[src/rtl/req_ack_pkg.sv]
// req_ack_pkg: shared types and elaboration-time helpers for req_ack_responder.
//   gap_state_t  - per-channel minimum-gap FSM state
//   params_ok    - legality check of the responder parameters
//   gap_cnt_w    - width of the hold-off counter for a given MIN_GAP
package req_ack_pkg;

    typedef enum logic {
        GAP_IDLE    = 1'b0,
        GAP_HOLDOFF = 1'b1
    } gap_state_t;

    function automatic bit params_ok(int num_ch, int ack_latency, int min_gap, int cnt_w);
        return (num_ch >= 1) && (ack_latency >= 1) && (min_gap >= 1) && (cnt_w >= 2);
    endfunction

    // Counter only has to hold MIN_GAP-1; keep at least one bit so MIN_GAP=1 still elaborates.
    function automatic int gap_cnt_w(int min_gap);
        return (min_gap > 1) ? $clog2(min_gap) : 1;
    endfunction

endpackage

[src/rtl/req_ack_channel.sv]
// req_ack_channel: one responder channel.
//   clk, rst_n (sync, active low), req (pulse in), err_clr (clear gap_err)
//   ack (registered pulse ACK_LATENCY cycles after an accepted req)
//   busy (any ack in flight), gap_err (sticky drop flag)
//   reqs_seen / acks_seen (saturating CNT_W-bit counters)
// Optional checks: define REQ_ACK_RESPONDER_ASSERT_EN.
module req_ack_channel
    import req_ack_pkg::*;
#(
    parameter int ACK_LATENCY = 4,
    parameter int MIN_GAP     = 8,
    parameter int CNT_W       = 8
) (
    input  logic             clk,
    input  logic             rst_n,
    input  logic             req,
    input  logic             err_clr,
    output logic             ack,
    output logic             busy,
    output logic             gap_err,
    output logic [CNT_W-1:0] reqs_seen,
    output logic [CNT_W-1:0] acks_seen
);

    localparam int               GW       = gap_cnt_w(MIN_GAP);
    localparam logic [GW-1:0]    GAP_LOAD = GW'(MIN_GAP - 1);
    localparam logic [CNT_W-1:0] CNT_MAX  = '1;

    gap_state_t             state, state_nxt;
    logic [GW-1:0]          gap_cnt, gap_cnt_nxt;
    logic                   accept, drop;
    logic [ACK_LATENCY-1:0] dly;

    // Gap FSM: state register
    always_ff @(posedge clk) begin
        if (!rst_n) begin
            state   <= GAP_IDLE;
            gap_cnt <= '0;
        end else begin
            state   <= state_nxt;
            gap_cnt <= gap_cnt_nxt;
        end
    end

    // Gap FSM: next state. Leaving HOLDOFF on count 1 makes cycle n+MIN_GAP
    // the first one judged in IDLE again.
    always_comb begin
        state_nxt   = state;
        gap_cnt_nxt = gap_cnt;
        case (state)
            GAP_IDLE: begin
                if (req && (MIN_GAP > 1)) begin
                    state_nxt   = GAP_HOLDOFF;
                    gap_cnt_nxt = GAP_LOAD;
                end
            end
            GAP_HOLDOFF: begin
                if (gap_cnt <= 1) begin
                    state_nxt   = GAP_IDLE;
                    gap_cnt_nxt = '0;
                end else begin
                    gap_cnt_nxt = gap_cnt - 1'b1;
                end
            end
            default: begin
                state_nxt   = GAP_IDLE;
                gap_cnt_nxt = '0;
            end
        endcase
    end

    // Gap FSM: outputs
    always_comb begin
        accept = (state == GAP_IDLE) && req;
        drop   = (state == GAP_HOLDOFF) && req;
    end

    // Delay line; the last stage is the registered ack.
    generate
        if (ACK_LATENCY == 1) begin : g_dly1
            always_ff @(posedge clk) begin
                if (!rst_n) dly <= '0;
                else        dly <= accept;
            end
        end else begin : g_dlyn
            always_ff @(posedge clk) begin
                if (!rst_n) dly <= '0;
                else        dly <= {dly[ACK_LATENCY-2:0], accept};
            end
        end
    endgenerate

    assign ack  = dly[ACK_LATENCY-1];
    assign busy = |dly;

    always_ff @(posedge clk) begin
        if (!rst_n) begin
            reqs_seen <= '0;
            acks_seen <= '0;
            gap_err   <= 1'b0;
        end else begin
            if (accept && (reqs_seen != CNT_MAX)) reqs_seen <= reqs_seen + 1'b1;
            if (ack && (acks_seen != CNT_MAX))    acks_seen <= acks_seen + 1'b1;
            // a drop in the same cycle as err_clr keeps the flag set
            if (drop)         gap_err <= 1'b1;
            else if (err_clr) gap_err <= 1'b0;
        end
    end

`ifdef REQ_ACK_RESPONDER_ASSERT_EN
    logic gap_err_q, drop_q;

    always_ff @(posedge clk) begin
        if (!rst_n) begin
            gap_err_q <= 1'b0;
            drop_q    <= 1'b0;
        end else begin
            gap_err_q <= gap_err;
            drop_q    <= drop;
        end
    end

    always @(posedge clk) begin
        if (rst_n) begin
            a_state: assert (state == GAP_IDLE || state == GAP_HOLDOFF)
                else $error("req_ack_channel: illegal gap state");
            a_cnt: assert (reqs_seen == CNT_MAX || acks_seen <= reqs_seen)
                else $error("req_ack_channel: acks_seen exceeds reqs_seen");
            a_ack: assert (!ack || dly[ACK_LATENCY-1])
                else $error("req_ack_channel: ack without delay-line tap");
            a_gap: assert (!(gap_err && !gap_err_q) || drop_q)
                else $error("req_ack_channel: gap_err rose without a drop");
        end
    end

    c_accept:   cover property (@(posedge clk) rst_n && accept);
    c_drop:     cover property (@(posedge clk) rst_n && drop);
    c_ack_acc:  cover property (@(posedge clk) rst_n && ack && accept);
`endif

endmodule

[src/rtl/req_ack_responder.sv]
// req_ack_responder: NUM_CH independent req/ack responder channels.
//   clk, rst_n (sync, active low), req[NUM_CH], err_clr (clears all gap_err)
//   ack/busy/gap_err[NUM_CH]; reqs_seen/acks_seen packed, channel c at [c*CNT_W +: CNT_W]
// Optional checks: define REQ_ACK_RESPONDER_ASSERT_EN (passed through to each channel).
module req_ack_responder
    import req_ack_pkg::*;
#(
    parameter int NUM_CH      = 2,
    parameter int ACK_LATENCY = 4,
    parameter int MIN_GAP     = 8,
    parameter int CNT_W       = 8
) (
    input  logic                    clk,
    input  logic                    rst_n,
    input  logic [NUM_CH-1:0]       req,
    input  logic                    err_clr,
    output logic [NUM_CH-1:0]       ack,
    output logic [NUM_CH-1:0]       busy,
    output logic [NUM_CH-1:0]       gap_err,
    output logic [NUM_CH*CNT_W-1:0] reqs_seen,
    output logic [NUM_CH*CNT_W-1:0] acks_seen
);

    generate
        if (!params_ok(NUM_CH, ACK_LATENCY, MIN_GAP, CNT_W)) begin : g_param_err
            $error("req_ack_responder: illegal parameter set");
        end

        for (genvar c = 0; c < NUM_CH; c++) begin : g_ch
            req_ack_channel #(
                .ACK_LATENCY (ACK_LATENCY),
                .MIN_GAP     (MIN_GAP),
                .CNT_W       (CNT_W)
            ) u_ch (
                .clk       (clk),
                .rst_n     (rst_n),
                .req       (req[c]),
                .err_clr   (err_clr),
                .ack       (ack[c]),
                .busy      (busy[c]),
                .gap_err   (gap_err[c]),
                .reqs_seen (reqs_seen[c*CNT_W +: CNT_W]),
                .acks_seen (acks_seen[c*CNT_W +: CNT_W])
            );
        end
    endgenerate

endmodule

[config.mk]
export PLATFORM = sky130hd
export DESIGN_NAME = req_ack_responder
export DESIGN_NICKNAME = d
export VERILOG_FILES = /design/src/rtl/req_ack_pkg.sv /design/src/rtl/req_ack_channel.sv /design/src/rtl/req_ack_responder.sv
export SDC_FILE = /design/constraint.sdc
export NUM_CORES = 1
export LEC_CHECK = 0
export CAP_MARGIN = 20
export CELL_PAD_IN_SITES_DETAIL_PLACEMENT = 1
export CELL_PAD_IN_SITES_GLOBAL_PLACEMENT = 2
export CORE_MARGIN = 1.5
export CORE_UTILIZATION = 28
export DETAILED_ROUTE_END_ITERATION = 10
export PLACE_DENSITY = 0.73
export SLEW_MARGIN = 10
export SYNTH_ARGS = -nofsm -noshare
export SYNTH_HDL_FRONTEND = slang
export SYNTH_SLANG_ARGS = --single-unit
[constraint.sdc]
create_clock -name clk -period 1.4 [get_ports clk]
set_input_delay 0.14 -clock clk [delete_from_list [all_inputs] [get_ports clk]]
set_output_delay 0.14 -clock clk [all_outputs]
set_load 0.01 [all_outputs]
==> run summary, run 1 <==
largest net degree at the start of global routing = 17
hold slack final = 0.4629 ns
RSZ-0062 raised after global routing = yes
Critical Path RT = 1.26 ns
Yosys warning count = 0
ys flop type = dfxtp_1
fmax = 702.8 MHz
Synth cell types = 44
# DRC = 0
Worst Path Arrival = 1.28 ns
CP Launch Type = flop
share of cells above drive strength 1 = 28.88%
max_cap viols = 0
P_leak = 0.001663 µW
Pins Over Slew Limit = 0
ANT nets after route = 0
Mapped Cells = 256
overall routing resource usage = 14.47%
Antenna Cells = 0
area delta synth->final = 44.74%
Place WS = -0.06084 ns
vias per inst = 4.993
first-pass GRT wire length = 10.27 mm
final setup fails = 2
clk_lat worst skew = 0.31 ns
H-tree depth = 2
Core Region = 7807 µm²
layout net count = 341
FF+latch count, synth = 50
syn_area_per_cell = 8.925 µm²
Relative slew margins = 73.66%
Final min period = 1.423 ns
crit path capture type = output port
Setup Skew = 0.007660 ns
overall die area = 8710 µm²
num rows = 32
VDD IR max = 0.3949 mV
Synthesized Nets = 269
CTS tree = yes
TritonCTS Buffers = 5
Pwr per Cell Area = 930.6 nW/µm²
crit path max fanout = 2
root buf cell = clkbuf_8
fin crit share = 101.6%
1st-pass router iterations = 4
CTS clk-pin slew, worst paths = 0.10 ns
post-synthesis sequential area ratio = 43.81%
Die X = 93.33 µm
via count = 2152
worst-path cell chain = or4_1 -> buf_2
I/O Buffers = 42
Hold Path Class = flop to flop
grt ovf = 0
critical path class = flop to output port
Worst-Margin Slew = 0.3947 ns
top cells by area, synth = dfxtp_1, ha_1, and4_1
CTS Buffer Depth = 2
number of global-route vias before repair = 2176
WP buf/inv = 1
1st-iter DRT viols = 52
max incr delay on CP = 0.51 ns
# clock sinks = 50
failing checks = setup timing
setup ws final = -0.02284 ns
initial core utilization = 29.26%
Slowest-stage cell, CP = or4_1
FFs w/ async S/R, synth = 0%
Yosys top cell area share = 43.81%
Cell Area, Synth = 2285 µm²
Die Ht = 93.33 µm
Post-synth EDFFs = 0
I/O pin cnt = 43
Post-Route WL = 5.942 mm
final hold vios = 0
post-DP HPWL = 4.433 mm
Synth area leader = dfxtp_1
Top delay family on crit path = simple AND/OR/NAND/NOR gates
routed wire length per instance = 13.79 µm
GP Congestion = 0.7922
antenna violations before repair = 0
status = complete, but fails checks
## per-stage QoR
step	instance area [µm²]	util [%]	cells	TNS, ns	total power [µW]
detailed placement	3029	38.80	422	-0.1557	1883
CTS	3181	40.74	430	-0.07715	3112
global route	3307	42.36	431	-0.1215	3234
floorplan	2292	-	256	0	1722
global placement	3029	38.80	422	-0.07510	1875
finish	3307	42.36	431	-0.04501	3078
## worst register-to-register path: stages (launching register included)
cell and delay [ns]:
dfxtp_2 0.33, ha_2 0.20, nand3_2 0.09, o21ai_2 0.06, or4_1 0.47, a21oi_1 0.13
## placed cells by master (no fill, tap or decap), types with 3 or more instances in the layout
| cell | synthesis | routed |
|---|---|---|
| a211oi_1 | 3 | 3 |
| and2_1 | 8 | 8 |
| nor3_1 | 4 | 4 |
| dlymetal6s2s_1 | 0 | 18 |
| and4_1 | 10 | 10 |
| clkdlybuf4s50_1 | 0 | 8 |
| nand3_1 | 9 | 7 |
| dfxtp_1 | 50 | 21 |
| buf_4 | 6 | 36 |
| dfxtp_2 | 0 | 21 |
| a31oi_1 | 7 | 7 |
| o21ai_1 | 9 | 8 |
| o22a_1 | 4 | 4 |
| clkbuf_8 | 0 | 5 |
| nand2b_1 | 4 | 4 |
| dfxtp_4 | 0 | 8 |
| nor2_1 | 22 | 22 |
| o21ai_0 | 5 | 5 |
| nor2b_1 | 3 | 3 |
| nand2_1 | 16 | 16 |
| xor2_1 | 4 | 4 |
| a21oi_1 | 12 | 11 |
| inv_1 | 15 | 15 |
| dlygate4sd2_1 | 0 | 14 |
| nand4_1 | 8 | 8 |
| o21ai_2 | 2 | 3 |
| ha_1 | 8 | 5 |
| o41ai_1 | 5 | 4 |
## where the power goes
group	leakage [µW]	switching, µW	total [µW]	internal [µW]
combinational	0.00117	162	337	175
sequential	0.000423	41.3	1500	1460
clock	0.0000683	524	1240	717
## Yosys cell counts (all sizes together), types with 4 or more instances
library cell / number
or4: 4
nor2: 23
buf: 9
inv: 15
clkbuf: 4
nor3: 4
nand2b: 5
o21ai: 16
nand3: 9
a21oi: 12
a31oi: 7
nand4: 10
dfxtp: 50
xor2: 4
nand2: 18
and4: 10
o41ai: 5
o22a: 4
and2: 8
ha: 8
## flip-flops by register name, summed over array words and instances (netlist names)
register,flops
g_ch.u_ch.reqs_seen,16
g_ch.u_ch.gap_cnt,6
g_ch.u_ch.gap_err,2
g_ch.u_ch.dly,8
g_ch.u_ch.state,2
g_ch.u_ch.acks_seen,16
## kinds of logic after synthesis
| kind of cell | count (synthesis) | share of synthesized area, % |
|---|---|---|
| AND/OR/NAND/NOR | 100 | 24.81 |
| AO/OA/AOI/OAI | 63 | 18.51 |
| flip-flops | 50 | 43.81 |
| buffers and inverters | 28 | 5.695 |
| adder cells (fa/ha/maj) | 8 | 4.381 |
| XOR/XNOR | 5 | 1.917 |
| multiplexers | 2 | 0.8763 |
## per-layer routing
| layer | track usage, % | routed length (µm) | vias up |
|---|---|---|---|
| li1 | - | - | 1073 |
| met5 | 0 | 0 | - |
| met1 | 20.15 | 3015 | 1042 |
| met3 | 2.358 | 188 | 5 |
| met2 | 23.07 | 2678 | 32 |
| met4 | 3.788 | 59 | 0 |
## final timing paths
| kind | startpoint | end | slack, ns | cells after the start |
|---|---|---|---|---|
| max | g_ch[1].u_ch.dly[2] | busy[1] | -0.02 | 2 |
| min | g_ch[1].u_ch.dly[2] | g_ch[1].u_ch.dly[3] | 0.46 | 1 |
| max reg2reg | g_ch[0].u_ch.acks_seen[0] | g_ch[0].u_ch.acks_seen[5] | 0.06 | 5 |
| min reg2reg | g_ch[1].u_ch.dly[2] | g_ch[1].u_ch.dly[3] | 0.46 | 1 |
## final cells by class
| class | instances | area, µm² |
|---|---|---|
| fillers | 881 | 4501 |
| multi-input cells | 178 | 1214 |
| flip-flops and latches | 50 | 1057 |
| repair buffers | 78 | 714.4 |
| well taps | 102 | 127.6 |
| clock buffers | 5 | 68.82 |
| clock inverters | 3 | 68.82 |
| inverters | 15 | 56.30 |
## timing repair
| item | in CTS | in global routing |
|---|---|---|
| gates resized for setup | 50 | 38 |
| buffers inserted | 0 | 1 |
| setup endpoints to repair | 34 | 28 |
| pin swaps | 1 | 6 |
| hold buffers | 0 | 0 |
Note: power is estimated with default switching activity, not from simulation.
==> run 2, diff against run 1 <==
CORE_UTILIZATION = 27   (was 28)
PLACE_DENSITY = 0.72   (was 0.73)
SLEW_MARGIN = 25   (was 10)
SYNTH_HIERARCHICAL = 1   (was not set)
==> run summary, run 2 <==
Post-Synth Adder-Cell Area = 3.472%
ANT nets after route = 0
FFs w/ async S/R, synth = 0%
vias per inst = 4.810
antenna violations before repair = 0
Critical Path RT = 1.26 ns
share of cells above drive strength 1 = 27.05%
status = complete, but fails checks
Synth Area in XOR/XNOR = 2.431%
Tot Pwr = 2718 µW
initial core utilization = 27.98%
Post-synth EDFFs = 0
routed wire length per instance = 13.52 µm
post-synthesis mux area share = 0.9259%
crit path max fanout = 2
I/O Buffers = 42
Final min period = 1.422 ns
CTS clk-pin slew, worst paths = 0.10 ns
overall routing resource usage = 14.32%
Cell Area, Synth = 2162 µm²
ys flop type = dfxtp_1
Synthesized Nets = 257
final hold vios = 0
Worst-Margin Slew = 0.3086 ns
layout net count = 339
max incr delay on CP = 0.51 ns
post-synthesis compound-gate area fraction = 16.90%
Core Util, Final = 40.37%
1st-pass router iterations = 4
# DRC = 0
post-synthesis simple-gate area fraction = 26.50%
dpl cell area = 2965 µm²
H-tree depth = 2
CTS Buffer Depth = 2
setup ws final = -0.02234 ns
commonest non-fill, non-tap cell in the layout = buf_4
Setup Skew = 0.01009 ns
Die Ht = 92.49 µm
clk_lat worst skew = 0.31 ns
number of global-route vias before repair = 2135
RSZ-0062 raised after global routing = yes
grt ovf = 0
most frequent cells in the layout = buf_4, dfxtp_1, nor2_1
Yosys top cell area share = 46.30%
area delta synth->final = 44.27%
final setup fails = 2
post-synthesis sequential area ratio = 46.30%
post-DP HPWL = 4.324 mm
Post-synth top cells = dfxtp_1, nor2_1, o21ai_0
Yosys warning count = 6
TritonCTS Buffers = 5
Mapped Cells = 246
Worst Path Arrival = 1.28 ns
Pwr per Cell Area = 871.3 nW/µm²
fmax = 703.1 MHz
1st-iter DRT viols = 48
Relative slew margins = 79.15%
max_cap viols = 0
worst-path cell chain = or4_1 -> buf_2
main combinational cell family by area after synthesis = simple AND/OR/NAND/NOR gates
syn_area_per_cell = 8.789 µm²
num rows = 32
first-pass GRT wire length = 9.791 mm
count leader, synth = dfxtp_1
P_leak = 0.001467 µW
Final Cell Area = 3119 µm²
overall die area = 8553 µm²
largest net degree at the start of global routing = 15
crit path capture type = output port
Synth area leader = dfxtp_1
fin crit share = 101.6%
CTS tree = yes
via count = 2073
FF+latch count, synth = 50
Core Region = 7727 µm²
I/O pin cnt = 43
failing checks = setup timing
TNS Setup = -0.03903 ns
Synth cell types = 33
Hold Path Class = flop to flop
# clock sinks = 50
VDD IR max = 0.4143 mV
Filler Cell Count = 915
root buf cell = clkbuf_8
Pins Over Slew Limit = 0
top cells by area, synth = dfxtp_1, o21ai_0, nor2_1
Antenna Cells = 0
CP Launch Type = flop
critical path class = flop to output port
Die X = 92.49 µm
GP Congestion = 0.7939
Slowest-stage cell, CP = or4_1
biggest regs = g_ch.u_ch/acks_seen (16), g_ch.u_ch/reqs_seen (16), g_ch.u_ch/dly (8)
Post-Route WL = 5.828 mm
==> run 2: cell count changes after synthesis, sizes merged, moves of 3 or more <==
| cell | delta |
|---|---|
| o311a | +4 |
| nor2 | +3 |
| o21ai | +4 |
| inv | -3 |
| buf | -7 |
| nand2b | -3 |
| o41ai | -3 |
| nor3 | +6 |
| o22a | -4 |
| and4 | -6 |
| nand3 | +5 |
==> run 2: repair_timing <==
item,CTS,global route
hold buffers,0,0
buffers inserted,0,1
cloned,0,0
setup endpoints to repair,33,24
gates resized for setup,44,25
pin swaps,1,3
==> run 2: final timing paths <==
check	start	end	slack [ns]	depth (start not counted)
worst min-delay path	g_ch[1].u_ch/dly[2]	g_ch[1].u_ch/dly[3]	0.45	1
worst max register to register	g_ch[0].u_ch/dly[3]	g_ch[0].u_ch/acks_seen[5]	0.06	5
worst max-delay path	g_ch[1].u_ch/dly[2]	busy[1]	-0.02	2
worst min register to register	g_ch[1].u_ch/dly[2]	g_ch[1].u_ch/dly[3]	0.45	1
==> run 2: metal layers <==
metal,global-route usage [%],part of all wire (%),vias up
met5,0,0,-
met4,6.154,1.5,0
met3,2.545,3.2,6
met2,25.25,50,25
met1,16.90,46,992
li1,-,-,1050
==> run 2: cell families (layout without fill, tap and decap cells) <==
group | count (synthesis) | after routing
AO/OA/AOI/OAI | 58 | 58
XOR/XNOR | 6 | 6
adder cells (fa/ha/maj) | 6 | 6
buffers and inverters | 18 | 101
flip-flops | 50 | 50
multiplexers | 2 | 2
AND/OR/NAND/NOR | 106 | 106
==> run 2: area by class of cell <==
type,count,area [µm²],share of cell area [%]
multi-input cells,178,1112,35.66
clock buffers,7,86.33,2.768
clock inverters,1,5.005,0.1604
inverters,12,45.04,1.444
repair buffers,81,713.2,22.86
flip-flops and latches,50,1030,33.01
well taps,102,127.6,4.091
==> run 2: power breakdown <==
group          internal (µW)  leakage (µW)  switching, µW
registers               1470      0.000419           33.8
logic                    154       0.00100            159
clock network            401     0.0000482            498
==> run 2: worst max-delay path, delay by kind of cell, from the launching register on <==
family                 cells  cell delay [ns]
and+or+nand+nor            1             0.51
buffers and inverters      1             0.15
DFF                        1             0.31
==> run 2: through the flow <==
step | hold slack [ns] | cells | setup slack [ns]
global placement | 0.4258 | 422 | -0.1487
CTS | 0.4581 | 430 | -0.05408
finish | 0.4534 | 431 | -0.02234
detailed placement | 0.4320 | 422 | -0.2075
global route | 0.4894 | 431 | -0.07752
floorplan | 0.2783 | 246 | 0.05731
